**config.mk**
```make
export PLATFORM = sky130hd
export DESIGN_NAME = set_job_ctrl
export DESIGN_NICKNAME = d
export VERILOG_FILES = /design/src/rtl/set_job_ctrl.sv
export SDC_FILE = /design/constraint.sdc
export NUM_CORES = 1
export LEC_CHECK = 0
export BUFFER_PORTS_ARGS = -buffer_cell sky130_fd_sc_hd__buf_2
export CAP_MARGIN = 5
export CORE_MARGIN = 2
export CORE_UTILIZATION = 56
export DETAILED_ROUTE_END_ITERATION = 10
export GPL_ROUTABILITY_DRIVEN = 0
export PLACE_DENSITY = 0.77
export SLEW_MARGIN = 20
export SYNTH_ARGS = -nofsm -noshare
export SYNTH_HDL_FRONTEND = slang
export SYNTH_SLANG_ARGS = --single-unit
```
**constraint.sdc**
```tcl
create_clock -name clk -period 3.26 [get_ports clk]
set_input_delay 0 -clock clk [delete_from_list [all_inputs] [get_ports clk]]
set_output_delay 0 -clock clk [all_outputs]
set_load 0.005 [all_outputs]
```
**src/rtl/set_job_ctrl.sv**
```systemverilog
`default_nettype none
// ============================================================================
// Module   : set_job_ctrl
// Brief    : Host-side job controller for the SET circle-set counting engine.
//            Queues jobs, issues them one at a time, collects tagged results.
//            Optional statistics counters are enabled with SET_STATS_EN.
// Revision : 1.0
// ============================================================================
module set_job_ctrl #(
    parameter int FIFO_DEPTH = 4,
    parameter int TIMEOUT    = 96,
    parameter int TAG_W      = 4
) (
    input  logic             clk,
    input  logic             rst,
    input  logic             job_valid,
    output logic             job_ready,
    input  logic [23:0]      job_central,
    input  logic [11:0]      job_radius,
    input  logic [1:0]       job_mode,
    output logic             set_en,
    output logic [23:0]      set_central,
    output logic [11:0]      set_radius,
    output logic [1:0]       set_mode,
    input  logic             set_valid,
    input  logic [7:0]       set_candidate,
    output logic             res_valid,
    input  logic             res_ready,
    output logic [7:0]       res_candidate,
    output logic [TAG_W-1:0] res_tag,
    output logic             res_timeout,
`ifdef SET_STATS_EN
    output logic [15:0]      stat_jobs,
    output logic [7:0]       stat_timeouts,
    output logic [7:0]       stat_max_cand,
`endif
    output logic             idle
);

    localparam int PTR_W   = (FIFO_DEPTH > 1) ? $clog2(FIFO_DEPTH) : 1;
    localparam int CNT_W   = $clog2(TIMEOUT + 1);
    localparam int ENTRY_W = 38;
    localparam logic [CNT_W-1:0] TO_LAST = CNT_W'(TIMEOUT - 1);
    localparam logic [PTR_W:0]   DEPTH_C = (PTR_W + 1)'(FIFO_DEPTH);

    typedef enum logic [2:0] {
        ST_IDLE  = 3'd0,
        ST_ISSUE = 3'd1,
        ST_WAIT  = 3'd2,
        ST_GAP   = 3'd3,
        ST_HOLD  = 3'd4
    } state_t;

    state_t             state_q, state_d;
    logic [ENTRY_W-1:0] mem_q [FIFO_DEPTH];
    logic [PTR_W-1:0]   wr_ptr_q, wr_ptr_d;
    logic [PTR_W-1:0]   rd_ptr_q, rd_ptr_d;
    logic [PTR_W:0]     count_q, count_d;
    logic [23:0]        set_central_q, set_central_d;
    logic [11:0]        set_radius_q, set_radius_d;
    logic [1:0]         set_mode_q, set_mode_d;
    logic [CNT_W-1:0]   cnt_q, cnt_d;
    logic [TAG_W-1:0]   tag_q, tag_d;
    logic               res_valid_q, res_valid_d;
    logic [7:0]         res_candidate_q, res_candidate_d;
    logic [TAG_W-1:0]   res_tag_q, res_tag_d;
    logic               res_timeout_q, res_timeout_d;

    logic               push;
    logic               pop;
    logic               empty;
    logic               full;
    logic [ENTRY_W-1:0] head;

    assign empty = (count_q == '0);
    assign full  = (count_q == DEPTH_C);
    assign push  = job_valid && !full;
    assign head  = mem_q[rd_ptr_q];

    // Job FIFO: storage needs no reset, occupancy is tracked by count_q.
    always_ff @(posedge clk) begin
        if (push) begin
            mem_q[wr_ptr_q] <= {job_central, job_radius, job_mode};
        end
    end

    always_comb begin
        wr_ptr_d = wr_ptr_q;
        rd_ptr_d = rd_ptr_q;
        count_d  = count_q;
        if (push) begin
            wr_ptr_d = wr_ptr_q + PTR_W'(1);
        end
        if (pop) begin
            rd_ptr_d = rd_ptr_q + PTR_W'(1);
        end
        case ({push, pop})
            2'b10:   count_d = count_q + (PTR_W + 1)'(1);
            2'b01:   count_d = count_q - (PTR_W + 1)'(1);
            default: count_d = count_q;
        endcase
    end

    always_comb begin
        state_d         = state_q;
        pop             = 1'b0;
        set_central_d   = set_central_q;
        set_radius_d    = set_radius_q;
        set_mode_d      = set_mode_q;
        cnt_d           = cnt_q;
        tag_d           = tag_q;
        res_valid_d     = res_valid_q;
        res_candidate_d = res_candidate_q;
        res_tag_d       = res_tag_q;
        res_timeout_d   = res_timeout_q;
        case (state_q)
            ST_IDLE: begin
                if (!empty) begin
                    pop           = 1'b1;
                    set_central_d = head[37:14];
                    set_radius_d  = head[13:2];
                    set_mode_d    = head[1:0];
                    state_d       = ST_ISSUE;
                end
            end
            ST_ISSUE: begin
                cnt_d   = '0;
                state_d = ST_WAIT;
            end
            ST_WAIT: begin
                // A result strobe beats the timeout when both land together.
                if (set_valid) begin
                    res_candidate_d = set_candidate;
                    res_timeout_d   = 1'b0;
                    res_tag_d       = tag_q;
                    tag_d           = tag_q + TAG_W'(1);
                    state_d         = ST_GAP;
                end else if (cnt_q == TO_LAST) begin
                    res_candidate_d = 8'd0;
                    res_timeout_d   = 1'b1;
                    res_tag_d       = tag_q;
                    tag_d           = tag_q + TAG_W'(1);
                    state_d         = ST_GAP;
                end else begin
                    cnt_d = cnt_q + CNT_W'(1);
                end
            end
            ST_GAP: begin
                // Keeps set_en away from the cycle SET still drives valid.
                res_valid_d = 1'b1;
                state_d     = ST_HOLD;
            end
            ST_HOLD: begin
                if (res_ready) begin
                    res_valid_d = 1'b0;
                    state_d     = ST_IDLE;
                end
            end
            default: begin
                state_d = ST_IDLE;
            end
        endcase
    end

    always_ff @(posedge clk or posedge rst) begin
        if (rst) begin
            state_q         <= ST_IDLE;
            wr_ptr_q        <= '0;
            rd_ptr_q        <= '0;
            count_q         <= '0;
            set_central_q   <= '0;
            set_radius_q    <= '0;
            set_mode_q      <= '0;
            cnt_q           <= '0;
            tag_q           <= '0;
            res_valid_q     <= 1'b0;
            res_candidate_q <= '0;
            res_tag_q       <= '0;
            res_timeout_q   <= 1'b0;
        end else begin
            state_q         <= state_d;
            wr_ptr_q        <= wr_ptr_d;
            rd_ptr_q        <= rd_ptr_d;
            count_q         <= count_d;
            set_central_q   <= set_central_d;
            set_radius_q    <= set_radius_d;
            set_mode_q      <= set_mode_d;
            cnt_q           <= cnt_d;
            tag_q           <= tag_d;
            res_valid_q     <= res_valid_d;
            res_candidate_q <= res_candidate_d;
            res_tag_q       <= res_tag_d;
            res_timeout_q   <= res_timeout_d;
        end
    end

    assign job_ready     = !full;
    assign set_en        = (state_q == ST_ISSUE);
    assign set_central   = set_central_q;
    assign set_radius    = set_radius_q;
    assign set_mode      = set_mode_q;
    assign res_valid     = res_valid_q;
    assign res_candidate = res_candidate_q;
    assign res_tag       = res_tag_q;
    assign res_timeout   = res_timeout_q;
    assign idle          = (state_q == ST_IDLE) && empty;

`ifdef SET_STATS_EN
    logic        handoff;
    logic [15:0] stat_jobs_q, stat_jobs_d;
    logic [7:0]  stat_timeouts_q, stat_timeouts_d;
    logic [7:0]  stat_max_cand_q, stat_max_cand_d;

    assign handoff = res_valid_q && res_ready;

    always_comb begin
        stat_jobs_d     = stat_jobs_q;
        stat_timeouts_d = stat_timeouts_q;
        stat_max_cand_d = stat_max_cand_q;
        if (handoff) begin
            if (stat_jobs_q != 16'hFFFF) begin
                stat_jobs_d = stat_jobs_q + 16'd1;
            end
            if (res_timeout_q && (stat_timeouts_q != 8'hFF)) begin
                stat_timeouts_d = stat_timeouts_q + 8'd1;
            end
            if (res_candidate_q > stat_max_cand_q) begin
                stat_max_cand_d = res_candidate_q;
            end
        end
    end

    always_ff @(posedge clk or posedge rst) begin
        if (rst) begin
            stat_jobs_q     <= '0;
            stat_timeouts_q <= '0;
            stat_max_cand_q <= '0;
        end else begin
            stat_jobs_q     <= stat_jobs_d;
            stat_timeouts_q <= stat_timeouts_d;
            stat_max_cand_q <= stat_max_cand_d;
        end
    end

    assign stat_jobs     = stat_jobs_q;
    assign stat_timeouts = stat_timeouts_q;
    assign stat_max_cand = stat_max_cand_q;
`endif

endmodule
`default_nettype wire

```
==> metrics.txt <==
# TYPE chip_impl_metric gauge
chip_impl_metric{name="grt.total_usage",unit=""} 0.198
chip_impl_metric{name="min_period",unit="ns"} 2.19
chip_impl_info{name="cp-endpoint",value="res_tag[1]$_DFFE_PP0P_"} 1
chip_impl_info{name="hold_class",value="in2async"} 1
chip_impl_metric{name="yosys_synthesis_warning_count",unit=""} 0
chip_impl_metric{name="final_cell_utilization_of_the_core",unit=""} 0.701
chip_impl_metric{name="core_area",unit="um^2"} 15300
chip_impl_metric{name="number_of_global_route_vias_before_repair",unit=""} 4935
chip_impl_metric{name="peakVddDrop",unit="V"} 0.000585
chip_impl_info{name="tritoncts",value="done"} 1
chip_impl_metric{name="maximum_fanout_along_the_worst_path",unit=""} 15
chip_impl_metric{name="met2_wirelength",unit="mm"} 8.17
chip_impl_metric{name="leakagePower",unit="nW"} 4.20
chip_impl_info{name="netlist.top_cell.by_area",value="edfxtp_1"} 1
chip_impl_metric{name="synth.top_cell.area_share",unit=""} 0.521
chip_impl_metric{name="drc",unit=""} 0
chip_impl_metric{name="maxSlewViolCount",unit=""} 0
chip_impl_metric{name="insertedDiodeCount",unit=""} 0
chip_impl_info{name="netlist_top_cells_area",value="edfxtp_1 52%, dfrtp_1 21%, mux4_2 9.8%, mux2_4 6.3%, ha_1 1.0%"} 1
chip_impl_info{name="run_status",value="completed"} 1
chip_impl_metric{name="asyncSetResetFlopFracSynth",unit=""} 0.324
chip_impl_info{name="regToRegEndpoint",value="res_tag[1]$_DFFE_PP0P_"} 1
chip_impl_metric{name="area_enclosed_by_the_die_boundary",unit="um^2"} 16700
chip_impl_metric{name="global_route_wire_length_before_repair",unit="mm"} 25.4
chip_impl_metric{name="reg2reg_depth",unit=""} 6
chip_impl_metric{name="hold_ws",unit="ns"} 0.196
chip_impl_metric{name="reg2reg_slack",unit="ns"} 1.07
chip_impl_metric{name="port-buffer-count",unit=""} 105
chip_impl_metric{name="effective_utilization_at_floorplan",unit=""} 0.574
chip_impl_metric{name="hold_viol_final",unit=""} 0
chip_impl_metric{name="max-cap-violations",unit=""} 0
chip_impl_metric{name="route.detailed.vias_per_inst",unit=""} 5.44
chip_impl_metric{name="cts_made_buffers",unit=""} 24
chip_impl_metric{name="syn_nets",unit=""} 486
chip_impl_info{name="synth_top_flop_cell",value="edfxtp_1"} 1
chip_impl_metric{name="routed_wl",unit="mm"} 15.9
chip_impl_metric{name="mappedNetlistArea",unit="um^2"} 8760
chip_impl_metric{name="cts_max_level",unit=""} 1
chip_impl_metric{name="area_growth",unit="%"} 22.0
chip_impl_metric{name="final.fill_count",unit=""} 941
chip_impl_metric{name="relSlewSlack",unit=""} 0.324
chip_impl_metric{name="layoutNonFillerInstCount",unit=""} 822
chip_impl_metric{name="clkLatencyLatePin",unit="ns"} 0.50
chip_impl_metric{name="final_layout_size_suffix_gt1_frac",unit=""} 0.381
chip_impl_metric{name="ios",unit=""} 106
chip_impl_metric{name="synth_enable_flop_cells",unit=""} 152
chip_impl_metric{name="grt_start_max_net_pins",unit=""} 58
chip_impl_metric{name="synthDistinctLibCells",unit=""} 48
chip_impl_metric{name="report.final.setup_viol",unit=""} 0
chip_impl_metric{name="worst_slew_pin_slew",unit="ns"} 1.01
chip_impl_metric{name="grt_remaining_overflow",unit=""} 0
chip_impl_metric{name="detail_route.iter0.violations",unit=""} 204
chip_impl_metric{name="final_antenna_net_count",unit=""} 0
chip_impl_metric{name="finalSetupTns",unit="ns"} 0
chip_impl_info{name="root_buffer",value="clkbuf_16"} 1
chip_impl_info{name="worst_setup_path_end_kind",value="flop"} 1
chip_impl_metric{name="die-height",unit="um"} 129
chip_impl_info{name="highest_signal_layer_in_the_routed_design",value="met4"} 1
chip_impl_metric{name="achievable-frequency",unit="MHz"} 456
chip_impl_info{name="netlist_top_cells_count",value="152 x edfxtp_1, 73 x dfrtp_1, 38 x mux4_2, 37 x mux2_4, 11 x buf_2"} 1
chip_impl_metric{name="postSynthCellCount",unit=""} 427
chip_impl_metric{name="grt_antenna_before_repair",unit=""} 0
chip_impl_metric{name="dieWidth",unit="um"} 129
chip_impl_info{name="start_kind",value="flop"} 1
chip_impl_metric{name="clkSlewWorstSetupHoldPaths",unit="ns"} 0.06
chip_impl_metric{name="placementRows",unit=""} 45
chip_impl_metric{name="cts_resized",unit=""} 0
chip_impl_metric{name="req_time_crit_path",unit="ns"} 3.64
chip_impl_metric{name="dr.pass1.iters",unit=""} 4
chip_impl_info{name="critical_path.reg2reg.startpoint",value="cnt_q[0]$_DFFE_PP0P_"} 1
chip_impl_metric{name="finalCritPeriodShare",unit=""} 0.672
chip_impl_info{name="worst_setup_path_class",value="reg2reg"} 1
chip_impl_metric{name="met1Wirelength",unit="mm"} 6.70
chip_impl_metric{name="total_via_count_in_the_routed_design",unit=""} 4468
chip_impl_metric{name="dp_cells",unit=""} 729
chip_impl_metric{name="design.final.nets",unit=""} 653
chip_impl_metric{name="arrival",unit="ns"} 2.57
chip_impl_metric{name="postSynthRegisterBits",unit=""} 225
chip_impl_metric{name="max-clock-path-buffers",unit=""} 3
chip_impl_info{name="setup_repair_after_global_routing_missed_its_margin",value="no"} 1
chip_impl_metric{name="power_density",unit="nW/um^2"} 933
chip_impl_metric{name="fin_worst_skew",unit="ns"} 0.0107
chip_impl_metric{name="yosysSeqAreaShare",unit=""} 0.729
chip_impl_metric{name="post_drt_wl_per_cell",unit="um"} 19.4
chip_impl_metric{name="number_of_sinks_on_the_clock_net",unit=""} 225
chip_impl_metric{name="post_synth.cell_area_avg",unit="um^2"} 20.5
chip_impl_info{name="worstSetupStartpoint",value="cnt_q[0]$_DFFE_PP0P_"} 1
chip_impl_metric{name="hpwlAfterDp",unit="mm"} 9.32
chip_impl_info{name="post-synth-top-count-cell",value="edfxtp_1"} 1
chip_impl_metric{name="route.met3.wl",unit="um"} 763
layout make-up:
| cell class | instances | area, um^2 | area share |
|---|---|---|---|
| clock buffers | 37 | 701 | 0.0655 |
| inverters | 7 | 28.8 | 0.00269 |
| clock inverters | 6 | 30.0 | 0.00281 |
| multi-input cells | 172 | 2170 | 0.203 |
| well taps | 211 | 264 | 0.0247 |
| flip-flops and latches | 225 | 6390 | 0.598 |
| repair buffers | 164 | 1110 | 0.103 |
metrics by stage:
| stage | area, um^2 | worst slack, ns | power [mW] |
|---|---|---|---|
| floorplan | 8760 | 1.05 | 6.70 |
| global placement | 9460 | 1.15 | 7.39 |
| detailed placement | 9460 | 1.04 | 7.54 |
| CTS | 10700 | 1.08 | 10.1 |
| global route | 10700 | 0.924 | 10.5 |
| finish | 10700 | 1.07 | 9.98 |
where the power goes:
part           internal [mW]  switching [mW]  leakage, nW  total, mW
clock                   1.47            1.00        0.355       2.48
sequential              3.93           0.513         2.27       4.44
combinational           1.76            1.30         1.57       3.06
total                   7.16            2.82         4.20       9.98
metal layers:
layer  global-route usage  vias up
met1                0.253     2289
met4               0.0639        0
met2                0.348      144
met3               0.0347       23
li1                     -     2012
met5                    0        -
worst max-delay path: stages (launching register included):
cell	delay, ns
dfrtp_1	0.41
ha_1	0.24
and3b_1	0.20
a21oi_1	0.15
buf_4	0.18
nand2b_1	0.52
mux2_1	0.38
placed cells by master, fill, tap and decap left out, types with 3 or more instances in the layout:
cell	count
a22o_1	9
nor2_1	9
inv_1	6
and3_2	4
clkbuf_8	3
and2_1	3
ha_1	7
a21oi_1	4
dlygate4sd3_1	50
nand2_1	4
xnor2_1	5
clkbuf_16	25
clkbuf_1	9
mux2_1	5
mux4_2	38
nor3_1	4
and3_1	3
clkinv_2	3
dfrtp_1	71
xor2_1	5
mux2_4	37
buf_2	105
a31oi_1	3
edfxtp_1	152
buf_4	8
o21ai_0	3
kinds of logic after synthesis:
family / after synthesis / synth area share
DFF: 225 / 0.729
muxes: 83 / 0.171
and+or+nand+nor: 42 / 0.0288
buffers and inverters: 30 / 0.0240
AOI/OAI and AO/OA: 29 / 0.0246
xor gates and xnor gates: 10 / 0.00999
adders and majority gates: 8 / 0.0123
registers in the layout, summed over array words and instances (netlist names), 3 cells and up:
register,flops
cnt_q,7
count_q,3
mem_q,152
res_candidate,8
res_tag,4
set_central,24
set_radius,12
state_q,3
tag_q,4
worst min path at each step:
stage | start | cells after the start | slack (ns) | end
after floorplan | job_mode[0] | 0 | 0.1 | mem_q[0][0]$_DFFE_PP_
after global placement | job_central[17] | 1 | 0.21 | mem_q[0][31]$_DFFE_PP_
after detailed placement | job_central[3] | 1 | 0.22 | mem_q[2][17]$_DFFE_PP_
after CTS | job_central[17] | 2 | 0.23 | mem_q[3][31]$_DFFE_PP_
after global routing | job_central[20] | 2 | 0.24 | mem_q[2][34]$_DFFE_PP_
final | rst | 3 | 0.20 | res_candidate[3]$_DFFE_PP0P_
repair_timing:
action | in CTS | in global routing
setup buffers | 0 | 0
endpoints found under the hold margin | 221 | 0
hold buffers | 50 | 0
No activity file was read; power rests on OpenSTA's default activity.
